[config.mk]
export PLATFORM = sky130hd
export DESIGN_NAME = pulse_event_buffer_flat
export DESIGN_NICKNAME = d
export VERILOG_FILES = /design/src/rtl/pulse_event_buffer_if.sv /design/src/rtl/pulse_event_buffer.sv /design/src/flat_wrapper.sv
export SDC_FILE = /design/constraint.sdc
export NUM_CORES = 1
export LEC_CHECK = 0
export BUFFER_PORTS_ARGS = -buffer_cell sky130_fd_sc_hd__clkbuf_2
export CORE_ASPECT_RATIO = 0.7
export CORE_MARGIN = 2
export CORE_UTILIZATION = 64
export DETAILED_ROUTE_END_ITERATION = 16
export GPL_ROUTABILITY_DRIVEN = 0
export PLACE_DENSITY_LB_ADDON = 0.25
export SLEW_MARGIN = 20
export SYNTH_ARGS = -nofsm -noshare
export SYNTH_HDL_FRONTEND = slang
export SYNTH_SLANG_ARGS = --single-unit
[constraint.sdc]
create_clock -name CLK -period 16.95 [get_ports CLK]
set_input_delay 1.695 -clock CLK [delete_from_list [all_inputs] [get_ports CLK]]
set_output_delay 1.695 -clock CLK [all_outputs]
set_load 0.05 [all_outputs]
[src/rtl/pulse_event_buffer_if.sv]
// Read-side handshake of the pulse event buffer.
// The slave modport is the buffer side; the master modport is the reader side.
interface pulse_event_buffer_if;
    logic        RD_VALID;
    logic        RD_READY;
    logic [15:0] RD_START;
    logic [15:0] RD_WIDTH;

    modport slave  (output RD_VALID, output RD_START, output RD_WIDTH, input RD_READY);
    modport master (input RD_VALID, input RD_START, input RD_WIDTH, output RD_READY);
endinterface

[src/rtl/pulse_event_buffer.sv]
// Pulse record buffer: computes pulse width, rejects glitches, queues records in a
// first-word-fall-through FIFO and keeps sticky overflow plus saturating counters.
module pulse_event_buffer #(
    parameter int          DEPTH     = 8,
    parameter int          AW        = 3,
    parameter logic [15:0] MIN_WIDTH = 16'd2
) (
    input  logic                 CLK,
    input  logic                 RESET,
    input  logic [2:0]           GLOBAL_STATE,
    input  logic                 EVT_DONE,
    input  logic [15:0]          STARTBIN,
    input  logic [15:0]          ENDBIN,
    pulse_event_buffer_if.slave  rd,
    output logic [AW:0]          LEVEL,
    output logic                 FULL,
    output logic                 OVERFLOW,
    output logic [7:0]           DROPPED,
    output logic [7:0]           REJECTED
);

    localparam logic [AW-1:0] PTR_ONE = AW'(1);
    localparam logic [AW:0]   LVL_ONE = (AW + 1)'(1);
    localparam logic [AW:0]   DEPTH_C = (AW + 1)'(DEPTH);

    logic [15:0]   mem_start_q [DEPTH];
    logic [15:0]   mem_width_q [DEPTH];

    logic [AW-1:0] wr_ptr_q, wr_ptr_d;
    logic [AW-1:0] rd_ptr_q, rd_ptr_d;
    logic [AW:0]   level_q, level_d;
    logic          full_q, full_d;
    logic          valid_q, valid_d;
    logic          ovf_q, ovf_d;
    logic [7:0]    drop_q, drop_d;
    logic [7:0]    rej_q, rej_d;

    logic [15:0]   width_s;
    logic          flush_s;
    logic          pop_s;
    logic          short_s;
    logic          push_s;
    logic          drop_s;
    logic          wr_en_s;

    // Wrap of the free-running bin counter falls out of the modulo-2^16 subtraction.
    assign width_s = ENDBIN - STARTBIN;
    assign flush_s = RESET || (GLOBAL_STATE == 3'b000);
    assign pop_s   = valid_q && rd.RD_READY;
    assign short_s = EVT_DONE && (width_s < MIN_WIDTH);
    assign push_s  = EVT_DONE && !short_s && (!full_q || pop_s);
    assign drop_s  = EVT_DONE && !short_s && full_q && !pop_s;
    assign wr_en_s = push_s && !flush_s;

    // Next-state for pointers, occupancy and diagnostic status.
    always_comb begin
        wr_ptr_d = wr_ptr_q;
        rd_ptr_d = rd_ptr_q;
        level_d  = level_q;
        ovf_d    = ovf_q;
        drop_d   = drop_q;
        rej_d    = rej_q;
        if (flush_s) begin
            wr_ptr_d = '0;
            rd_ptr_d = '0;
            level_d  = '0;
            ovf_d    = 1'b0;
            drop_d   = 8'd0;
            rej_d    = 8'd0;
        end else begin
            if (push_s) wr_ptr_d = wr_ptr_q + PTR_ONE;
            else        wr_ptr_d = wr_ptr_q;
            if (pop_s)  rd_ptr_d = rd_ptr_q + PTR_ONE;
            else        rd_ptr_d = rd_ptr_q;
            case ({push_s, pop_s})
                2'b10:   level_d = level_q + LVL_ONE;
                2'b01:   level_d = level_q - LVL_ONE;
                default: level_d = level_q;
            endcase
            if (drop_s) begin
                ovf_d = 1'b1;
                if (drop_q != 8'hFF) drop_d = drop_q + 8'd1;
                else                 drop_d = drop_q;
            end else begin
                ovf_d  = ovf_q;
                drop_d = drop_q;
            end
            if (short_s && (rej_q != 8'hFF)) rej_d = rej_q + 8'd1;
            else                             rej_d = rej_q;
        end
        full_d  = (level_d == DEPTH_C);
        valid_d = (level_d != '0);
    end

    // Status and pointer registers with synchronous reset.
    always_ff @(posedge CLK) begin
        if (RESET) begin
            wr_ptr_q <= '0;
            rd_ptr_q <= '0;
            level_q  <= '0;
            full_q   <= 1'b0;
            valid_q  <= 1'b0;
            ovf_q    <= 1'b0;
            drop_q   <= 8'd0;
            rej_q    <= 8'd0;
        end else begin
            wr_ptr_q <= wr_ptr_d;
            rd_ptr_q <= rd_ptr_d;
            level_q  <= level_d;
            full_q   <= full_d;
            valid_q  <= valid_d;
            ovf_q    <= ovf_d;
            drop_q   <= drop_d;
            rej_q    <= rej_d;
        end
    end

    // Record storage; contents deliberately survive a flush.
    always_ff @(posedge CLK) begin
        if (wr_en_s) begin
            mem_start_q[wr_ptr_q] <= STARTBIN;
            mem_width_q[wr_ptr_q] <= width_s;
        end
    end

    assign rd.RD_VALID = valid_q;
    assign rd.RD_START = mem_start_q[rd_ptr_q];
    assign rd.RD_WIDTH = mem_width_q[rd_ptr_q];
    assign LEVEL       = level_q;
    assign FULL        = full_q;
    assign OVERFLOW    = ovf_q;
    assign DROPPED     = drop_q;
    assign REJECTED    = rej_q;

endmodule

[src/flat_wrapper.sv]
// flat-port wrapper written by rule: the top's interface ports become plain ports
module pulse_event_buffer_flat 
#(
    parameter int          DEPTH     = 8,
    parameter int          AW        = 3,
    parameter logic [15:0] MIN_WIDTH = 16'd2
)
  (CLK, RESET, GLOBAL_STATE, EVT_DONE, STARTBIN, ENDBIN, LEVEL, FULL, OVERFLOW, DROPPED, REJECTED, rd_RD_VALID, rd_RD_START, rd_RD_WIDTH, rd_RD_READY);
  pulse_event_buffer_if rd_i ();
  input  logic CLK;
  input  logic RESET;
  input  logic [2:0] GLOBAL_STATE;
  input  logic EVT_DONE;
  input  logic [15:0] STARTBIN;
  input  logic [15:0] ENDBIN;
  output logic [AW:0] LEVEL;
  output logic FULL;
  output logic OVERFLOW;
  output logic [7:0] DROPPED;
  output logic [7:0] REJECTED;
  output wire logic [$bits(rd_i.RD_VALID)-1:0] rd_RD_VALID;
  output wire logic [$bits(rd_i.RD_START)-1:0] rd_RD_START;
  output wire logic [$bits(rd_i.RD_WIDTH)-1:0] rd_RD_WIDTH;
  input wire logic [$bits(rd_i.RD_READY)-1:0] rd_RD_READY;
  assign rd_RD_VALID = rd_i.RD_VALID;
  assign rd_RD_START = rd_i.RD_START;
  assign rd_RD_WIDTH = rd_i.RD_WIDTH;
  assign rd_i.RD_READY = rd_RD_READY;
  pulse_event_buffer #(.DEPTH(DEPTH), .AW(AW), .MIN_WIDTH(MIN_WIDTH)) u_core (.CLK(CLK), .RESET(RESET), .GLOBAL_STATE(GLOBAL_STATE), .EVT_DONE(EVT_DONE), .STARTBIN(STARTBIN), .ENDBIN(ENDBIN), .rd(rd_i), .LEVEL(LEVEL), .FULL(FULL), .OVERFLOW(OVERFLOW), .DROPPED(DROPPED), .REJECTED(REJECTED));
endmodule
==> flow_summary.yaml, run 1 <==
status:
  status: "completed"
final_layout:
  fillCellCount: 1100
  areaGrowthSynthToFinish_pct: 13.8
  final_common_cell: "edfxtp_1"
  layout-drive-gt1-share_pct: 30.7
  diodes: 0
  nNetsFinal: 894
  design_area_mm2: 0.0139
  final_cell_mix: "256 x edfxtp_1, 93 x clkbuf_2, 64 x mux4_2"
clock_network:
  cts-root-buf: "clkbuf_16"
  clk_pin_slew_ns: 0.06
  cts_buffers: 27
  clock_path_buffers: 3
  post_cts_resized: 0
  cts_tree: "done"
  htree_levels: 1
  clock_latency_ns: 0.53
  post_cts_buffers: 0
  hold_buffers: 0
  clock-sinks: 288
critical_path:
  arrival_ns: 6.67
  startpoint_type: "primary input"
  crit_path_end_kind: "register"
  reg2regPathDepth: 14
  rr_endpoint: "u_core.FULL"
  path_class: "in -> reg"
  crit_top_cell: "ha_1"
  slowest_delay_ns: 0.89
  cp_max_fo: 21
  worstPathCellList: "clkbuf_2 -> inv_1 -> ha_1 -> a21o_1 -> a221oi_2 -> o21ai_0 -> a311oi_1 -> a21oi_1 -> o2111ai_1 -> nor3_1 -> buf_4 -> nor2_1 -> inv_1 -> ha_1 -> ha_1 -> a21o_1 -> a21oi_1 -> xor2_1 -> nor2_1 -> xor2_1 -> nand2_1 -> nor2b_1"
  required_ns: 17.41
  rrSetupSlack_ns: 14.15
  slowest_stage: "a311oi_1"
  endpoint: "u_core.FULL"
  r2r-start: "u_core.rd.RD_VALID"
  crit_start: "STARTBIN[7]"
logic_synthesis:
  synthCells: 725
  synthTopCellsByArea: "edfxtp_1 63%, mux4_2 12%, dfxtp_1 5.2%, mux2_2 2.9%, ha_1 2.2%"
  synth_edf_count: 256
  postSynthAreaPerCell_um2: 16.9
  synth.top_cell.area_share_pct: 62.8
  ys_seq_area_share_pct: 68.0
  yosysUniqueCellTypes: 63
  synth.yosys.warnings: 0
  ys.flop_type: "edfxtp_1"
  syn_nets: 788
  ys_ff_latch: 288
  synth_area_leader_cell: "edfxtp_1"
  async_reset_ff_share_pct: 0
  netlist_area_mm2: 0.0122
placed_design:
  dp_hpwl_um: 15400
  io_buffers: 93
  dpl_cell_area_mm2: 0.0130
route:
  post-route-drc-count: 0
  via_count: 6952
  ant_nets: 0
  wl_per_cell_um: 23.0
  dr.pass1.iters: 5
  drtIter0Drc: 936
  via_per_inst: 6.36
  wirelength_um: 25100
timing:
  tns_ns: 0
  finalCritPeriodShare_pct: 36.6
  slew_viol_final: 0
  worstMarginPinSlew_ns: 1.09
  whs_ns: 0.475
  finalSetupViolCount: 0
  fmax_mhz: 161
  max_slew_margin_pct: 27.0
  finalHoldViolations: 0
  fin_crit_ns: 6.21
  skew_ns: 0.00856
  rsz0062_at_grt: "false"
pwr:
  powerDensity_mw_per_mm2: 119
  combPwrFrac_pct: 16.2
  p_leak_uw: 0.00487
  p_sw_share_pct: 25.8
  p_seq_share_pct: 49.2
  clockPowerShare_pct: 34.6
  p_int_uw: 1230
  p_switching_uw: 430
  worst_ir_drop_vdd_uv: 99.4
die:
  start_util_pct: 65.1
  fp.coreArea_mm2: 0.0188
  die_area_mm2: 0.0203
  die_height_um: 120
  row_count: 42
  die_w_um: 169
  boundaryPins: 94
global_route:
  track_usage_pct: 25.4
  grt_max_degree: 65
  antenna_found_initial: 0
  grt_pass1_vias: 6994
  grt.overflow.total: 0
  grt_pass1_wl_um: 38700
flow_run:
  maxCapViolCount: 0
min_path:
  hold_start: "u_core.rd_ptr_q[1]"
  hold_class: "reg -> reg"
[worst max-delay path: cells and delay by family]
family / cells / cell delay [ns]
XOR/XNOR: 2 / 0.31
AND/OR/NAND/NOR: 5 / 0.60
adder cells (fa/ha/maj): 3 / 0.96
AO/OA/AOI/OAI: 8 / 2.43
buffers and inverters: 4 / 0.65
[flip-flops by register name, indices dropped and copies added, names as in the netlist, named ones only]
signal              count
u_core.rd.RD_VALID      1
u_core.mem_start_q    128
u_core.OVERFLOW         1
u_core.mem_width_q    128
u_core.REJECTED         8
u_core.wr_ptr_q         3
u_core.LEVEL            4
u_core.DROPPED          8
u_core.rd_ptr_q         3
u_core.FULL             1
[worst min-delay path by stage]
| stage | endpoint | slack (ns) | cells past startpoint |
|---|---|---|---|
| after floorplan | register | 0.45 | 2 |
| after global placement | register | 0.45 | 2 |
| after detailed placement | register | 0.47 | 2 |
| after CTS | register | 0.48 | 2 |
| after global routing | register | 0.51 | 2 |
| final | register | 0.47 | 2 |
[layer usage]
layer / wire [um] / global-route usage, % / part of all wire (%) / vias up
met5: 0 / 0 / 0 / -
li1: - / - / - / 3098
met4: 359 / 4.97 / 1.4 / 0
met1: 10800 / 36.9 / 43 / 3532
met3: 1660 / 3.79 / 6.6 / 37
met2: 12300 / 42.1 / 49 / 285
[synth_stat cells (all sizes together) (3+ instances only)]
library cell / n
edfxtp: 256
mux4: 64
nand2: 33
nor2: 33
dfxtp: 32
mux2: 32
a21oi: 29
inv: 26
o21ai: 23
ha: 22
clkbuf: 20
nand3: 13
buf: 11
xor2: 11
a21o: 8
and2: 8
and3: 8
nor3: 8
or3: 8
xnor2: 6
nor4: 5
a21boi: 4
mux2i: 4
nand2b: 4
nor2b: 4
o211ai: 4
o31ai: 4
or4: 4
and4: 3
nand4: 3
o2111a: 3
[kinds of logic (layout without fill, tap and decap cells)]
logic type	Yosys count	after routing	share of synthesized area, %
buffers and inverters	57	183	1.78
XOR/XNOR	17	17	1.22
AO/OA/AOI/OAI	98	98	5.35
multiplexers	100	100	15.0
flip-flops	288	288	68.0
adder cells (fa/ha/maj)	24	24	2.57
AND/OR/NAND/NOR	141	141	6.06
[layout make-up]
type                            count  area, um2  share of cell area [%]
Multi-Input combinational cell    380       3740                    26.8
Sequential cell                   288       8330                    59.8
Timing Repair Buffer              108        618                    4.44
Clock buffer                       38        737                    5.29
Tap cell                          242        303                    2.17
Clock inverter                     11        106                   0.763
Inverter                           26       97.6                   0.700
[metrics by stage]
stage	std cells	util [%]	worst slack [ns]	total power, uW
after global routing	1093	74.1	10.23	1720
after floorplan	725	-	9.06	1040
after detailed placement	1042	69.3	10.15	1100
after global placement	1042	69.3	10.39	1090
after CTS	1091	73.8	10.68	1680
final	1093	74.1	10.74	1660
[power by group through the flow]
| stage | combinational (uW) | sequential (uW) | clock (uW) |
|---|---|---|---|
| floorplan | 200 | 836 | 0 |
| global placement | 260 | 833 | 0 |
| detailed placement | 268 | 834 | 0 |
| CTS | 270 | 819 | 586 |
| global route | 289 | 821 | 614 |
| finish | 270 | 819 | 576 |
Power figures use the tool's default switching activity.
==> inputs of run 2 (changes only) <==
--- a/config.mk
+++ b/config.mk
@@ -8,7 +8,7 @@
 export BUFFER_PORTS_ARGS = -buffer_cell sky130_fd_sc_hd__clkbuf_2
 export CORE_ASPECT_RATIO = 0.7
 export CORE_MARGIN = 2
-export CORE_UTILIZATION = 64
+export CORE_UTILIZATION = 60
 export DETAILED_ROUTE_END_ITERATION = 16
 export GPL_ROUTABILITY_DRIVEN = 0
 export PLACE_DENSITY_LB_ADDON = 0.25
==> constraint.sdc (replaced) <==
create_clock -name CLK -period 6.2 [get_ports CLK]
set_input_delay 0.62 -clock CLK [delete_from_list [all_inputs] [get_ports CLK]]
set_output_delay 0.62 -clock CLK [all_outputs]
set_load 0.05 [all_outputs]
==> run 2 against run 1 <==
  * Sequential power grew to 2.7 times the previous value
  * Clock skew grew 0.0088 ns
  * Clock-buffer cell count shrank 5
  * Final cell count grew 2.1%
  * Cell area is essentially flat
  * Register-to-register slack lost 11 ns
  * Sequential cell count is the same
  * Die area grew 6.5%
  * Critical path type unchanged
  * Non-clock buffer count shrank 2
  * Worst hold slack lost 0.080 ns
  * Utilization shrank 4.1 points
==> flow_summary.yaml, run 2 (synthesized netlist as in run 1, its figures left out) <==
clock_network:
  cts_buffers: 26
  cts-root-buf: "clkbuf_16"
  post_cts_buffers: 0
  clock_path_buffers: 3
  clock-sinks: 288
  clock_latency_ns: 0.53
  clk_pin_slew_ns: 0.07
  post_cts_resized: 0
  htree_levels: 1
  hold_buffers: 0
  cts_tree: "done"
route:
  via_count: 6960
  wirelength_um: 25300
  ant_nets: 0
  wl_per_cell_um: 22.6
  drtIter0Drc: 764
  via_per_inst: 6.24
  post-route-drc-count: 0
  dr.pass1.iters: 5
pwr:
  combPwrFrac_pct: 16.1
  p_switching_uw: 1180
  p_leak_uw: 0.00485
  powerDensity_mw_per_mm2: 327
  p_int_uw: 3380
  clockPowerShare_pct: 34.7
  p_seq_share_pct: 49.3
  p_sw_share_pct: 25.8
  worst_ir_drop_vdd_uv: 229
final_layout:
  nNetsFinal: 891
  top_regs: "u_core.mem_start_q: 128 flops, u_core.mem_width_q: 128 flops"
  diodes: 0
  fillCellCount: 1230
  areaGrowthSynthToFinish_pct: 13.7
  layout-drive-gt1-share_pct: 30.5
  final_core_util_pct: 70.0
  final_cell_mix: "256 x edfxtp_1, 93 x clkbuf_2, 64 x mux4_2"
  final_common_cell: "edfxtp_1"
global_route:
  grt_max_degree: 65
  track_usage_pct: 24.0
  grt_pass1_wl_um: 39100
  grt.overflow.total: 0
  grt_pass1_vias: 6987
  antenna_found_initial: 0
die:
  die_area_mm2: 0.0216
  start_util_pct: 61.5
  row_count: 43
  die_height_um: 124
  fp.coreArea_mm2: 0.0199
  die_w_um: 175
  boundaryPins: 94
critical_path:
  rrSetupSlack_ns: 3.34
  slowest_stage: "a311oi_1"
  cp_max_fo: 21
  worstPathCellList: "clkbuf_2 -> inv_1 -> ha_1 -> a21o_1 -> a221oi_2 -> o21ai_0 -> a311oi_1 -> a21oi_1 -> o2111ai_1 -> nor3_1 -> buf_4 -> nor2_1 -> inv_1 -> ha_1 -> ha_1 -> a21o_1 -> a21oi_1 -> xor2_1 -> nor2_1 -> xor2_1 -> nand2_1 -> nor2b_1"
  slowest_delay_ns: 0.81
  startpoint_type: "primary input"
  path_class: "in -> reg"
  critical_path.top_delay_family: "compound AO/OA/AOI/OAI gates"
  rr_endpoint: "u_core.FULL"
  worst-path-buf-inv: 4
  r2r-start: "u_core.rd.RD_VALID"
  crit_top_cell: "ha_1"
  arrival_ns: 5.57
  required_ns: 6.65
  reg2regPathDepth: 14
  crit_path_end_kind: "register"
timing:
  fmax_mhz: 195
  rsz0062_at_grt: "false"
  finalCritPeriodShare_pct: 82.6
  finalHoldViolations: 0
  max_slew_margin_pct: 35.0
  finalSetupViolCount: 0
  worstMarginPinSlew_ns: 0.968
  skew_ns: 0.0173
  fin_crit_ns: 5.12
  tns_ns: 0
  slew_viol_final: 0
status:
  status: "completed"
placed_design:
  dp_hpwl_um: 15400
  io_buffers: 93
min_path:
  hold_class: "in -> reg"
  whs_path_depth: 1
  hold_start: "STARTBIN[12]"
  hold_end: "u_core.mem_start_q[7][12]"
flow_run:
  maxCapViolCount: 0
-- run 2: worst reg2reg max path, cell delays in order (launching register included) --
cell	delay, ns
dfxtp_1	0.34
nand2_1	0.19
nand2_1	0.18
nand2_1	0.11
nor2_1	0.21
inv_1	0.15
ha_1	0.29
ha_1	0.29
a21o_1	0.18
a21oi_1	0.19
xor2_1	0.19
nor2_1	0.07
xor2_1	0.14
nand2_1	0.11
nor2b_1	0.15
-- run 2: final cells by class --
cell class | count | area (um2) | share of cell area [%]
Sequential cell | 288 | 8330 | 59.8
Multi-Input combinational cell | 380 | 3750 | 26.9
Clock buffer | 33 | 698 | 5.01
Timing Repair Buffer | 106 | 576 | 4.13
Tap cell | 270 | 338 | 2.42
Clock inverter | 13 | 136 | 0.979
Inverter | 26 | 97.6 | 0.700
-- run 2: routing by layer --
| layer | part of all wire (%) | wire [um] | vias up | GRT usage, % |
|---|---|---|---|---|
| met4 | 1.7 | 435 | 0 | 4.74 |
| met1 | 42 | 10700 | 3555 | 34.5 |
| met3 | 7.0 | 1760 | 35 | 3.23 |
| li1 | - | - | 3085 | - |
| met2 | 49 | 12300 | 285 | 40.4 |
| met5 | 0 | 0 | - | 0 |
-- run 2: how the worst max path moves through the flow --
stage / startpoint / endpoint / slack, ns / depth (start not counted)
after global placement: STARTBIN[7] / u_core.rd.RD_VALID / 0.91 / 22
after floorplan: STARTBIN[7] / u_core.mem_start_q[0][0] / 0.19 / 11
after global routing: STARTBIN[8] / u_core.FULL / 0.50 / 22
after CTS: STARTBIN[7] / u_core.FULL / 1.06 / 22
final: STARTBIN[7] / u_core.FULL / 1.08 / 22
after detailed placement: STARTBIN[7] / u_core.FULL / 0.55 / 22
-- run 2: power groups by stage --
stage          Combinational, uW  Sequential [uW]  Clock (uW)
6_report                     732             2240        1580
5_1_grt                      784             2250        1670
4_1_cts                      736             2250        1600
3_5_place_dp                 731             2290           0
3_3_place_gp                 712             2280           0
2_1_floorplan                548             2290           0
-- run 2: through the flow --
stage | hold slack [ns] | area (um2) | std cells | power, uW | setup WS (ns)
after floorplan | 0.454 | 12300 | 725 | 2830 | 0.192
after global placement | 0.455 | 13100 | 1070 | 3000 | 0.908
after detailed placement | 0.479 | 13100 | 1070 | 3020 | 0.553
after CTS | 0.377 | 13900 | 1116 | 4580 | 1.06
after global routing | 0.395 | 13900 | 1116 | 4710 | 0.504
final | 0.395 | 13900 | 1116 | 4560 | 1.08
==> inputs of run 3 (changes only) <==
--- a/config.mk
+++ b/config.mk
@@ -8,7 +8,7 @@
 export BUFFER_PORTS_ARGS = -buffer_cell sky130_fd_sc_hd__clkbuf_2
 export CORE_ASPECT_RATIO = 0.7
 export CORE_MARGIN = 2
-export CORE_UTILIZATION = 60
+export CORE_UTILIZATION = 54
 export DETAILED_ROUTE_END_ITERATION = 16
 export GPL_ROUTABILITY_DRIVEN = 0
 export PLACE_DENSITY_LB_ADDON = 0.25
==> constraint.sdc (replaced) <==
create_clock -name CLK -period 4.3 [get_ports CLK]
set_input_delay 0.43 -clock CLK [delete_from_list [all_inputs] [get_ports CLK]]
set_output_delay 0.43 -clock CLK [all_outputs]
set_load 0.05 [all_outputs]
==> run 3 against run 2 <==
  * Setup slack worse by 0.81 ns
  * Die area up 11%
  * Utilization down 5.6 points
  * Routed wire length up 0.14%
  * Global-route usage down 2.3 points
  * Sequential power up 45%
  * First-iteration DRC count down 18%
  * Clock power up 42%
  * Combinational power up 53%
  * Sequential cell count unchanged
  * Power up 45%
==> flow_summary.yaml, run 3 (synthesized netlist as in run 1, its figures left out) <==
clock_network:
  clock_path_buffers: 3
  cts_buffers: 27
  clock_latency_ns: 0.52
  post_cts_resized: 0
  clock-sinks: 288
  htree_levels: 1
  cts_tree: "done"
  post_cts_buffers: 0
  cts-root-buf: "clkbuf_16"
  hold_buffers: 0
  clk_pin_slew_ns: 0.06
global_route:
  grt_use_met3_pct: 2.90
  top_usage_layer: "met2"
  grt_pass1_wl_um: 39300
  grt.overflow.total: 0
  grt_max_degree: 36
  grt_pass1_vias: 7086
  met2_usage_pct: 36.8
  grtUsageMet1_pct: 30.9
  antenna_found_initial: 0
  track_usage_pct: 21.7
critical_path:
  arrival_ns: 4.48
  rr_endpoint: "u_core.FULL"
  path_class: "in -> reg"
  crit_path_end_kind: "register"
  startpoint_type: "primary input"
  r2r-start: "u_core.rd.RD_VALID"
  required_ns: 4.75
  cp_max_fo: 9
  rrSetupSlack_ns: 1.52
  reg2regPathDepth: 14
final_layout:
  nNetsFinal: 936
  diodes: 0
  fin_cells: 1181
  top_regs: "u_core.mem_start_q: 128 flops, u_core.mem_width_q: 128 flops"
  areaGrowthSynthToFinish_pct: 18.0
  final_common_cell: "edfxtp_1"
  final_cell_mix: "256 x edfxtp_1, 93 x clkbuf_2, 64 x mux4_2"
  final_core_util_pct: 64.4
  layout-drive-gt1-share_pct: 35.2
timing:
  finalSetupViolCount: 0
  max_slew_margin_pct: 41.2
  worstMarginPinSlew_ns: 0.882
  rsz0062_at_grt: "false"
  skew_ns: 0.0152
  fin_crit_ns: 4.03
  slew_viol_final: 0
  finalCritPeriodShare_pct: 93.7
  fmax_mhz: 248
  finalHoldViolations: 0
pwr:
  p_sw_share_pct: 26.0
  p_switching_uw: 1720
  powerDensity_mw_per_mm2: 457
  p_int_uw: 4890
  clockPowerShare_pct: 33.9
  p_leak_uw: 0.00511
  combPwrFrac_pct: 17.0
  p_seq_share_pct: 49.1
  worst_ir_drop_vdd_uv: 332
die:
  boundaryPins: 94
  die_height_um: 130
  row_count: 46
  die_w_um: 184
  start_util_pct: 54.6
  die_area_mm2: 0.0239
  fp.coreArea_mm2: 0.0224
route:
  drtIter0Drc: 628
  ant_nets: 0
  dr.pass1.iters: 5
  post-route-drc-count: 0
  via_count: 7039
  wl_per_cell_um: 21.4
  wirelength_um: 25300
  via_per_inst: 5.96
placed_design:
  dp_hpwl_um: 16300
  post-place-cells: 1132
  io_buffers: 93
min_path:
  whs_path_depth: 1
  hold_end: "u_core.mem_start_q[6][0]"
  hold_class: "in -> reg"
  hold_start: "STARTBIN[0]"
flow_run:
  maxCapViolCount: 0
status:
  status: "completed"
## run 3: cell types whose count changed in the layout (fill, tap and decap cells not counted), moves of 2 or more
| cell | previous run | this run |
|---|---|---|
| buf_4 | 12 | 46 |
| buf_12 | 1 | 11 |
| clkbuf_8 | 0 | 4 |
| clkbuf_1 | 6 | 3 |
| clkinv_2 | 4 | 7 |
| bufinv_16 | 3 | 1 |
| nor3_4 | 0 | 2 |
## run 3: per-stage QoR
stage | setup slack (ns) | instance area [um2] | hold slack [ns] | setup TNS (ns) | power (uW)
finish | 0.270 | 14500 | 0.140 | 0 | 6610
global route | 0.0289 | 14500 | 0.127 | 0 | 6870
CTS | 0.281 | 14500 | 0.123 | 0 | 6660
detailed placement | -0.226 | 13600 | 0.469 | -3.76 | 4430
global placement | -0.0540 | 13600 | 0.457 | -0.135 | 4390
floorplan | -0.0308 | 12300 | 0.454 | -0.987 | 4090
## run 3: per-layer routing
layer / routed length [um] / vias to the layer above
met4: 399 / 0
li1: - / 3187
met1: 11200 / 3613
met2: 12300 / 211
met3: 1370 / 28
met5: 0 / -
## run 3: worst max path at each step
stage                start                        to  slack, ns  depth (start not counted)
2_1_floorplan    ENDBIN[0]  u_core.mem_start_q[4][0]      -0.03                         12
3_3_place_gp   STARTBIN[4]        u_core.rd.RD_VALID      -0.05                         21
3_5_place_dp   STARTBIN[4]               u_core.FULL      -0.23                         21
4_1_cts        STARTBIN[4]               u_core.FULL       0.28                         21
5_1_grt        STARTBIN[3]               u_core.FULL       0.03                         23
6_report       STARTBIN[4]               u_core.FULL       0.27                         21
## run 3: layout make-up
type | count | area [um2]
Tap cell | 288 | 360
Multi-Input combinational cell | 380 | 3790
Clock buffer | 34 | 742
Timing Repair Buffer | 150 | 1030
Clock inverter | 15 | 104
Sequential cell | 288 | 8330
Fill cell | 1541 | 7990
Inverter | 26 | 97.6
## run 3: power groups by stage
| stage | clock network (uW) | logic, uW | registers [uW] |
|---|---|---|---|
| after floorplan | 0 | 800 | 3290 |
| after global placement | 0 | 1090 | 3300 |
| after detailed placement | 0 | 1120 | 3310 |
| after CTS | 2290 | 1130 | 3250 |
| after global routing | 2420 | 1200 | 3250 |
| final | 2240 | 1120 | 3240 |
## run 3: worst max-delay path, stage by stage
cell and delay, ns:
clkbuf_2 0.19, inv_1 0.09, ha_1 0.36, a21oi_2 0.16, nand2_1 0.08, or3_1 0.37, a2111o_1 0.44, nor4_1 0.34
o2111ai_2 0.21, nor3_2 0.20, nor2_1 0.12, inv_2 0.07, ha_2 0.18, ha_1 0.23, a21o_1 0.18, a21oi_1 0.18
xor2_1 0.08, nor2_1 0.12, xor2_1 0.18, nand2_1 0.11, nor2b_1 0.14
